===== src/rtl/fb_pkg.sv =====
// Shared types and default constants for the frame buffer sequencer.
package fb_pkg;

  // Sequencer FSM states
  typedef enum logic {
    ST_IDLE = 1'b0,
    ST_RUN  = 1'b1
  } fb_state_t;

  // Default parameter values
  localparam int FB_CNT_W   = 4;
  localparam int FB_DEF_LEN = 8;
  localparam int FB_NUM_BUF = 2;

  // Width of a buffer index; a single buffer still gets a 1-bit port
  function automatic int sel_width(input int num_buf);
    return (num_buf > 1) ? $clog2(num_buf) : 1;
  endfunction

endpackage


===== src/rtl/fb_buf_rotator.sv =====
// Buffer-index rotator: steps a modulo-NUM_BUF index on each advance strobe.
module fb_buf_rotator
  import fb_pkg::*;
#(
  parameter int NUM_BUF = FB_NUM_BUF
) (
  input  logic                           clk,
  input  logic                           reset,
  input  logic                           advance,
  output logic [sel_width(NUM_BUF)-1:0]  idx
);

  localparam int SEL_W = sel_width(NUM_BUF);
  localparam logic [SEL_W-1:0] LAST = SEL_W'(NUM_BUF - 1);

  // Index register: wraps back to 0 after the last buffer
  always_ff @(posedge clk) begin
    if (reset) begin
      idx <= '0;
    end else if (advance) begin
      idx <= (idx == LAST) ? '0 : idx + 1'b1;
    end
  end

endmodule


===== src/rtl/frame_buffer_sequencer.sv =====
// Frame buffer sequencer: period counter with free-run/one-shot modes,
// shadowed period length, early pre_pulse and rotating buffer index.
module frame_buffer_sequencer
  import fb_pkg::*;
#(
  parameter int CNT_W   = FB_CNT_W,
  parameter int DEF_LEN = FB_DEF_LEN,
  parameter int NUM_BUF = FB_NUM_BUF
) (
  input  logic                           clk,
  input  logic                           reset,
  input  logic                           en,
  input  logic                           oneshot,
  input  logic                           start,
  input  logic                           len_load,
  input  logic [CNT_W-1:0]               len_in,
  output logic [CNT_W-1:0]               count,
  output logic                           pre_pulse,
  output logic                           wrap_pulse,
  output logic [sel_width(NUM_BUF)-1:0]  buf_sel,
  output logic                           busy
);

  localparam logic [CNT_W-1:0] ONE      = CNT_W'(1);
  localparam logic [CNT_W-1:0] LEN_INIT = CNT_W'(DEF_LEN);

  fb_state_t        state, state_next;
  logic [CNT_W-1:0] count_next;
  logic             pre_next;
  logic [CNT_W-1:0] len_shadow;
  logic [CNT_W-1:0] len_act, len_act_next;
  logic [CNT_W-1:0] load_val;
  logic [CNT_W-1:0] shadow_src;
  logic             wrap;

  // A zero length would give a degenerate period, so it is clamped to 1.
  // A load in the same cycle as a wrap is forwarded straight into len_act.
  assign load_val   = (len_in == '0) ? ONE : len_in;
  assign shadow_src = len_load ? load_val : len_shadow;

  // State register
  always_ff @(posedge clk) begin
    if (reset) begin
      state <= ST_IDLE;
    end else begin
      state <= state_next;
    end
  end

  // Next-state and datapath next values; everything holds while en is low
  always_comb begin
    state_next   = state;
    count_next   = count;
    pre_next     = pre_pulse;
    len_act_next = len_act;
    wrap         = 1'b0;
    if (en) begin
      pre_next = (state == ST_RUN) && (count == len_act - ONE);
      case (state)
        ST_IDLE: begin
          count_next   = '0;
          len_act_next = shadow_src;
          if (!oneshot || start) begin
            state_next = ST_RUN;
          end
        end
        ST_RUN: begin
          if (count == len_act) begin
            wrap         = 1'b1;
            count_next   = '0;
            len_act_next = shadow_src;
            if (oneshot) begin
              state_next = ST_IDLE;
            end
          end else begin
            count_next = count + ONE;
          end
        end
        default: begin
          state_next = ST_IDLE;
        end
      endcase
    end
  end

  // Counter, registered pre_pulse and active length
  always_ff @(posedge clk) begin
    if (reset) begin
      count     <= '0;
      pre_pulse <= 1'b0;
      len_act   <= LEN_INIT;
    end else begin
      count     <= count_next;
      pre_pulse <= pre_next;
      len_act   <= len_act_next;
    end
  end

  // Shadow length register; accepts loads even while en is low
  always_ff @(posedge clk) begin
    if (reset) begin
      len_shadow <= LEN_INIT;
    end else if (len_load) begin
      len_shadow <= load_val;
    end
  end

  fb_buf_rotator #(
    .NUM_BUF (NUM_BUF)
  ) u_rotator (
    .clk     (clk),
    .reset   (reset),
    .advance (wrap),
    .idx     (buf_sel)
  );

  assign wrap_pulse = wrap;
  assign busy       = (state == ST_RUN);

endmodule


===== config.mk =====
export PLATFORM = sky130hd
export DESIGN_NAME = frame_buffer_sequencer
export DESIGN_NICKNAME = d
export VERILOG_FILES = /design/src/rtl/fb_pkg.sv /design/src/rtl/fb_buf_rotator.sv /design/src/rtl/frame_buffer_sequencer.sv
export SDC_FILE = /design/constraint.sdc
export NUM_CORES = 1
export LEC_CHECK = 0
export BUFFER_PORTS_ARGS = -buffer_cell sky130_fd_sc_hd__clkbuf_2
export CAP_MARGIN = 20
export CORE_MARGIN = 3
export CORE_UTILIZATION = 51
export DETAILED_ROUTE_END_ITERATION = 8
export PLACE_DENSITY = 0.79
export SLEW_MARGIN = 40
export SYNTH_ARGS = -nofsm -noshare
export SYNTH_HDL_FRONTEND = slang
export SYNTH_SLANG_ARGS = --single-unit

===== constraint.sdc =====
create_clock -name clk -period 1.6 [get_ports clk]
set_input_delay 0 -clock clk [delete_from_list [all_inputs] [get_ports clk]]
set_output_delay 0 -clock clk [all_outputs]
set_load 0.05 [all_outputs]

== After elaboration in Yosys (flattened, before gate mapping) ==
Index checks and enable logic that the tools add are counted.
Word-level totals
  bits in registers: 15
  input port bits: 10
  output and inout port bits: 8
Cells by class
  $add $sub $neg: 3
  equality and inequality tests: 3
  muxes and demuxes: 14
  bitwise operators: 1
  reductions and logical operators: 5
Operators by type and width (number)
  $mux 4: 4
  $pmux 4 s2: 2
  $eq 4x4->1: 2
  $mux 1: 7
  $add 4x1->4 const B: 1
  $logic_not 4->1: 1
  $sub 4x1->4 const B: 1
  $ne 2x1->1 const B: 1
  $pmux 1 s2: 1
  $reduce_and 2->1: 1
  $add 1x1->1 const B: 1
  $logic_and 1x1->1: 1
  $logic_not 1->1: 1
  $logic_or 1x1->1: 1
  $not 1->1: 1

== Longest topological paths before layout ==
  depth in word-level cells: 5
  mapped depth: 5
  gate-level depth less buffers: 5

== Modules after synthesis ==
From an unflattened synthesis, not the netlist that was laid out.
Second synthesis, totals
  cells, all modules: 84
  area total of the unflattened synthesis: 793.3 um^2
By module, submodules not included
  frame_buffer_sequencer: instances 1, cells an instance 81, area each 760.7 um^2, seq. area each 280.3 um^2
  fb_buf_rotator: instances 1, cells an instance 3, area each 32.5 um^2, seq. area each 20.0 um^2

== Least setup slack after synthesis ==
Ideal clock, no wire load.
  path kind: register to register
  from: reg count[0]
  to: reg u_rotator.idx
  setup time: 0.123 ns
  data arrival time: 2.157 ns
  setup slack: -0.681 ns
  cell stages (with the launch flop): 5
  buffers on the path: 0
  period minus slack after synthesis: 2.281 ns
  path through: dfxtp_1 > xnor2_1 > nand4_1 > nor3_2 > mux2_1
Between the ends
  cells in the longest elaborated chain, start to end: 4
RTL lines
  start: declaration: line frame_buffer_sequencer.sv:17  | output logic [CNT_W-1:0] count,
  start signal: assignment: line frame_buffer_sequencer.sv:93  | count <= count_next;
  $eq 4x4->1: line frame_buffer_sequencer.sv:68  | if (count == len_act) begin
  $mux 1: line frame_buffer_sequencer.sv:68
  $mux 1: line frame_buffer_sequencer.sv:59  | case (state)
  $mux 1: line frame_buffer_sequencer.sv:57  | if (en) begin
  named net wrap_pulse: line frame_buffer_sequencer.sv:19  | output logic wrap_pulse,
  end signal: assignment: line fb_buf_rotator.sv:21  | idx <= (idx == LAST) ? '0 : idx + 1'b1;
  end: declaration: line fb_buf_rotator.sv:10  | output logic [sel_width(NUM_BUF)-1:0] idx
The timed path passes the listed nets, and every way through them passes these cells.
A chain may end at the register's enable or synchronous reset.

== Worst setup path in the final report ==
  from: reg len_act[0]
  to: reg u_rotator.idx
Between the ends
  cells in the longest elaborated chain, start to end: 4
RTL lines
  start: declaration: line frame_buffer_sequencer.sv:31  | logic [CNT_W-1:0] len_act, len_act_next;
  start signal: assignment: line frame_buffer_sequencer.sv:95  | len_act <= len_act_next;
  $eq 4x4->1: line frame_buffer_sequencer.sv:68
  $mux 1: line frame_buffer_sequencer.sv:68
  $mux 1: line frame_buffer_sequencer.sv:59
  $mux 1: line frame_buffer_sequencer.sv:57
Every way passes these cells.

==> key figures <==
Setup path
  – Cell count along the critical path: 5
  – R2R cell count: 5
  – CP max stage cell: dfxtp_1
  – Setup CP Type: reg2reg
  – Critical path's largest stage delay: 0.45 ns
  – Worst Setup End Kind: register
  – Critical path's top delay family: flip-flops
  – Crit-path max FO: 5
  – WP buf/inv: 1
  – Crit Reg-Reg Startpoint: len_act[0]$_SDFFE_PP0P_
  – Worst Path Required: 1.78 ns
  – Critical Path Source: len_act[0]$_SDFFE_PP0P_
  – Crit path arrival time: about 1.7 ns
  – Crit-path cells: xnor2_2 -> nand4_1 -> nor3_4 -> buf_4 -> mux2_4
  – CP startpoint kind: register

Finish
  – ANT cells: 0
  – Commonest non-fill, non-tap cells in the layout: clkbuf_2 (16), nor2_1 (9), dfxtp_1 (8), inv_1 (6), a21oi_1 (6)
  – Layout cells sized above 1: 0.371
  – Most common cell after layout, fill and taps aside: clkbuf_2
  – Area delta synth->final: 23.8%
  – Final core utilization: 0.719
  – Fillers: 116
  – Non-Filler Instances: 120
  – Final-stage net count: 118

Logic synthesis
  – Ys async rst share: 0
  – Main synth FF type: dfxtp_1
  – Area share of the largest cell type after synthesis: 0.374
  – Synthesized area per cell: 9.45 µm²
  – Yosys top cell by area: dfxtp_1
  – Number of synthesized flops with an enable pin: 0
  – Number of distinct library cells after synthesis: 36
  – Post-Syn Instances: 85
  – YS warnings: 0
  – Largest cells by area after synthesis: dfxtp_1 (37%), nor2_1 (4.2%), a21oi_1 (3.7%)
  – Yosys reg bits: 15
  – Syn_nets: between 90 and 100
  – Sequential cell area fraction in the yosys report: 0.374
  – Cell area after synthesis: 803 µm²

Routing
  – Drc violations: 0
  – Total wire length: roughly 1700 µm
  – Via density: ~5.7
  – Vias: a little under 700
  – Drt pass-1 iters: 4
  – Avg WL per Cell: approximately 14 µm
  – Iteration-0 DRC Markers: 12
  – Post-DRT Antenna Nets: 0

Power
  – Peak supply drop: between 0.6 and 0.7 mV
  – Power per cell area: 778 nW/µm²
  – Clock group share of total power: 0.281
  – Pint: 544 µW
  – Sequential Power Share: 0.527
  – Logic pwr share: 0.192
  – Tot Pwr: 774 µW
  – NetSw: roughly 230 µW
  – Pleak: 0.000402 µW
  – Switching share of power: 0.297

CTS
  – Clock root cell: clkbuf_4
  – H-Tree Depth: 1
  – Longest Clk Path Bufs: 2
  – CTS tree: yes
  – CTS sink count: 15
  – CTS buffer count: 3
  – Clock Pin Slew Worst Setup and Hold Paths: 0.10 ns
  – Insertion delay to the later sink of the worst-skew pair: 0.29 ns

Global routing
  – Grt total ovfl: 0
  – Tot GR Track Use: 0.185
  – First-pass GRT wire length: 2690 µm
  – Vias in the first global route: between 600 and 700
  – Initial antenna violation count: 0
  – Largest net degree at the start of global routing: 18

Placed design
  – GPL Wtd Cong: 0.784
  – DP Cell Count: 113
  – Number of port buffers: 17

Floorplan
  – Die width: 45.7 µm
  – Die Area: about 2100 µm²
  – Die Y-Extent: 45.7 µm
  – Initial core utilization: 0.581
  – I/O pins: 18
  – Core box area: 1380 µm²
  – FP Rows: 13

STA
  – Fin Clk Skew: 0.0106 ns
  – RSZ-0062 raised after global routing: false
  – Pins Over Slew Limit: 0
  – Fin. Hold Viols: 0
  – Least-Margin Pin Slew: 0.336 ns
  – Minimum clock period: 1.51 ns
  – Setup TNS: 0 ns
  – Fin crit share: 0.941
  – Final number of setup-violating endpoints: 0
  – Fmax: between 600 and 700 MHz
  – Rel. slew slack: 0.776

Outcome
  – Outcome: finished, final reports clean

Worst hold path
  – Hold Path Depth: 3
  – Hold Startpoint: len_in[2]
  – HP Class: in2reg

Flow run
  – Max-cap violation count: 0
## area by class of cell
type / instances / area, µm² / area share
Clock inverter: 1 / 5.00 / 0.00503
Inverter: 6 / 22.5 / 0.0226
Timing Repair Buffer: 20 / 121 / 0.122
Clock buffer: 3 / 22.5 / 0.0226
Tap cell: 15 / 18.8 / 0.0189
Sequential cell: 15 / 319 / 0.321
Multi-Input combinational cell: 60 / 485 / 0.488
## synth_stat cells (2+ instances only)
cell type  instances
inv_1              6
xor2_1             3
nor2b_1            2
a21oi_1            6
ha_1               2
nor3_1             2
nand4_1            3
buf_6              2
dfxtp_1           15
xnor2_1            2
a311oi_1           2
nand2b_1           3
nor2_1             9
o21ai_0            4
a211oi_1           2
mux2i_1            2
## what timing repair did
action                                  in CTS  in global routing
hold buffers                                 2                  0
hold endpoints to repair                     2                  0
buffers inserted                             0                  1
endpoints found under the setup margin       1                  1
resized for setup                            4                  0
pin swaps                                    0                  1
## state kept, by name, summed over array words and instances, names as in the netlist
signal / flops
len_act: 4
u_rotator.idx: 1
count: 4
pre_pulse: 1
busy: 1
len_shadow: 4
## cell families after synthesis
family	after synthesis	share of synthesized area
mux	4	0.0530
compound gates	22	0.201
fa+ha+maj	2	0.0311
simple gates	25	0.165
xor+xnor	7	0.109
flops	15	0.374
buf+inv	10	0.0670
## tightest hold or removal path, stage by stage
cell and delay [ns]:
clkbuf_2 0.09, mux2i_1 0.09, nor2_1 0.09
## per-layer routing
layer	wire length, µm	global-route usage
met1	733	0.209
met2	826	0.298
met3	73	0.0593
met4	27	0.111
met5	0	0
## worst paths after layout
| path | to | slack [ns] |
|---|---|---|
| worst min-delay path | len_shadow[2]$_SDFF_PP0_ | 0.01 |
| worst min register to register | pre_pulse$_SDFFE_PP0P_ | 0.49 |
| worst max-delay path | u_rotator.idx$_SDFFE_PP0P_ | 0.09 |
| worst max register to register | u_rotator.idx$_SDFFE_PP0P_ | 0.09 |
## power groups by stage
stage	Clock [µW]	Sequential (µW)	Combinational, µW
2_1_floorplan	0	425	102
3_3_place_gp	0	414	140
3_5_place_dp	0	415	143
4_1_cts	228	407	148
5_1_grt	247	410	163
6_report	217	408	149
## stage by stage
step	setup slack [ns]	area (µm²)	hold slack, ns
after floorplan	-0.175	856	0.108
after global placement	0.164	928	0.217
after detailed placement	0.140	928	0.219
after CTS	0.0343	987	0.0105
after global routing	0.0120	995	0.0484
final	0.0948	995	0.0132
(Power assumes the default switching activity.)
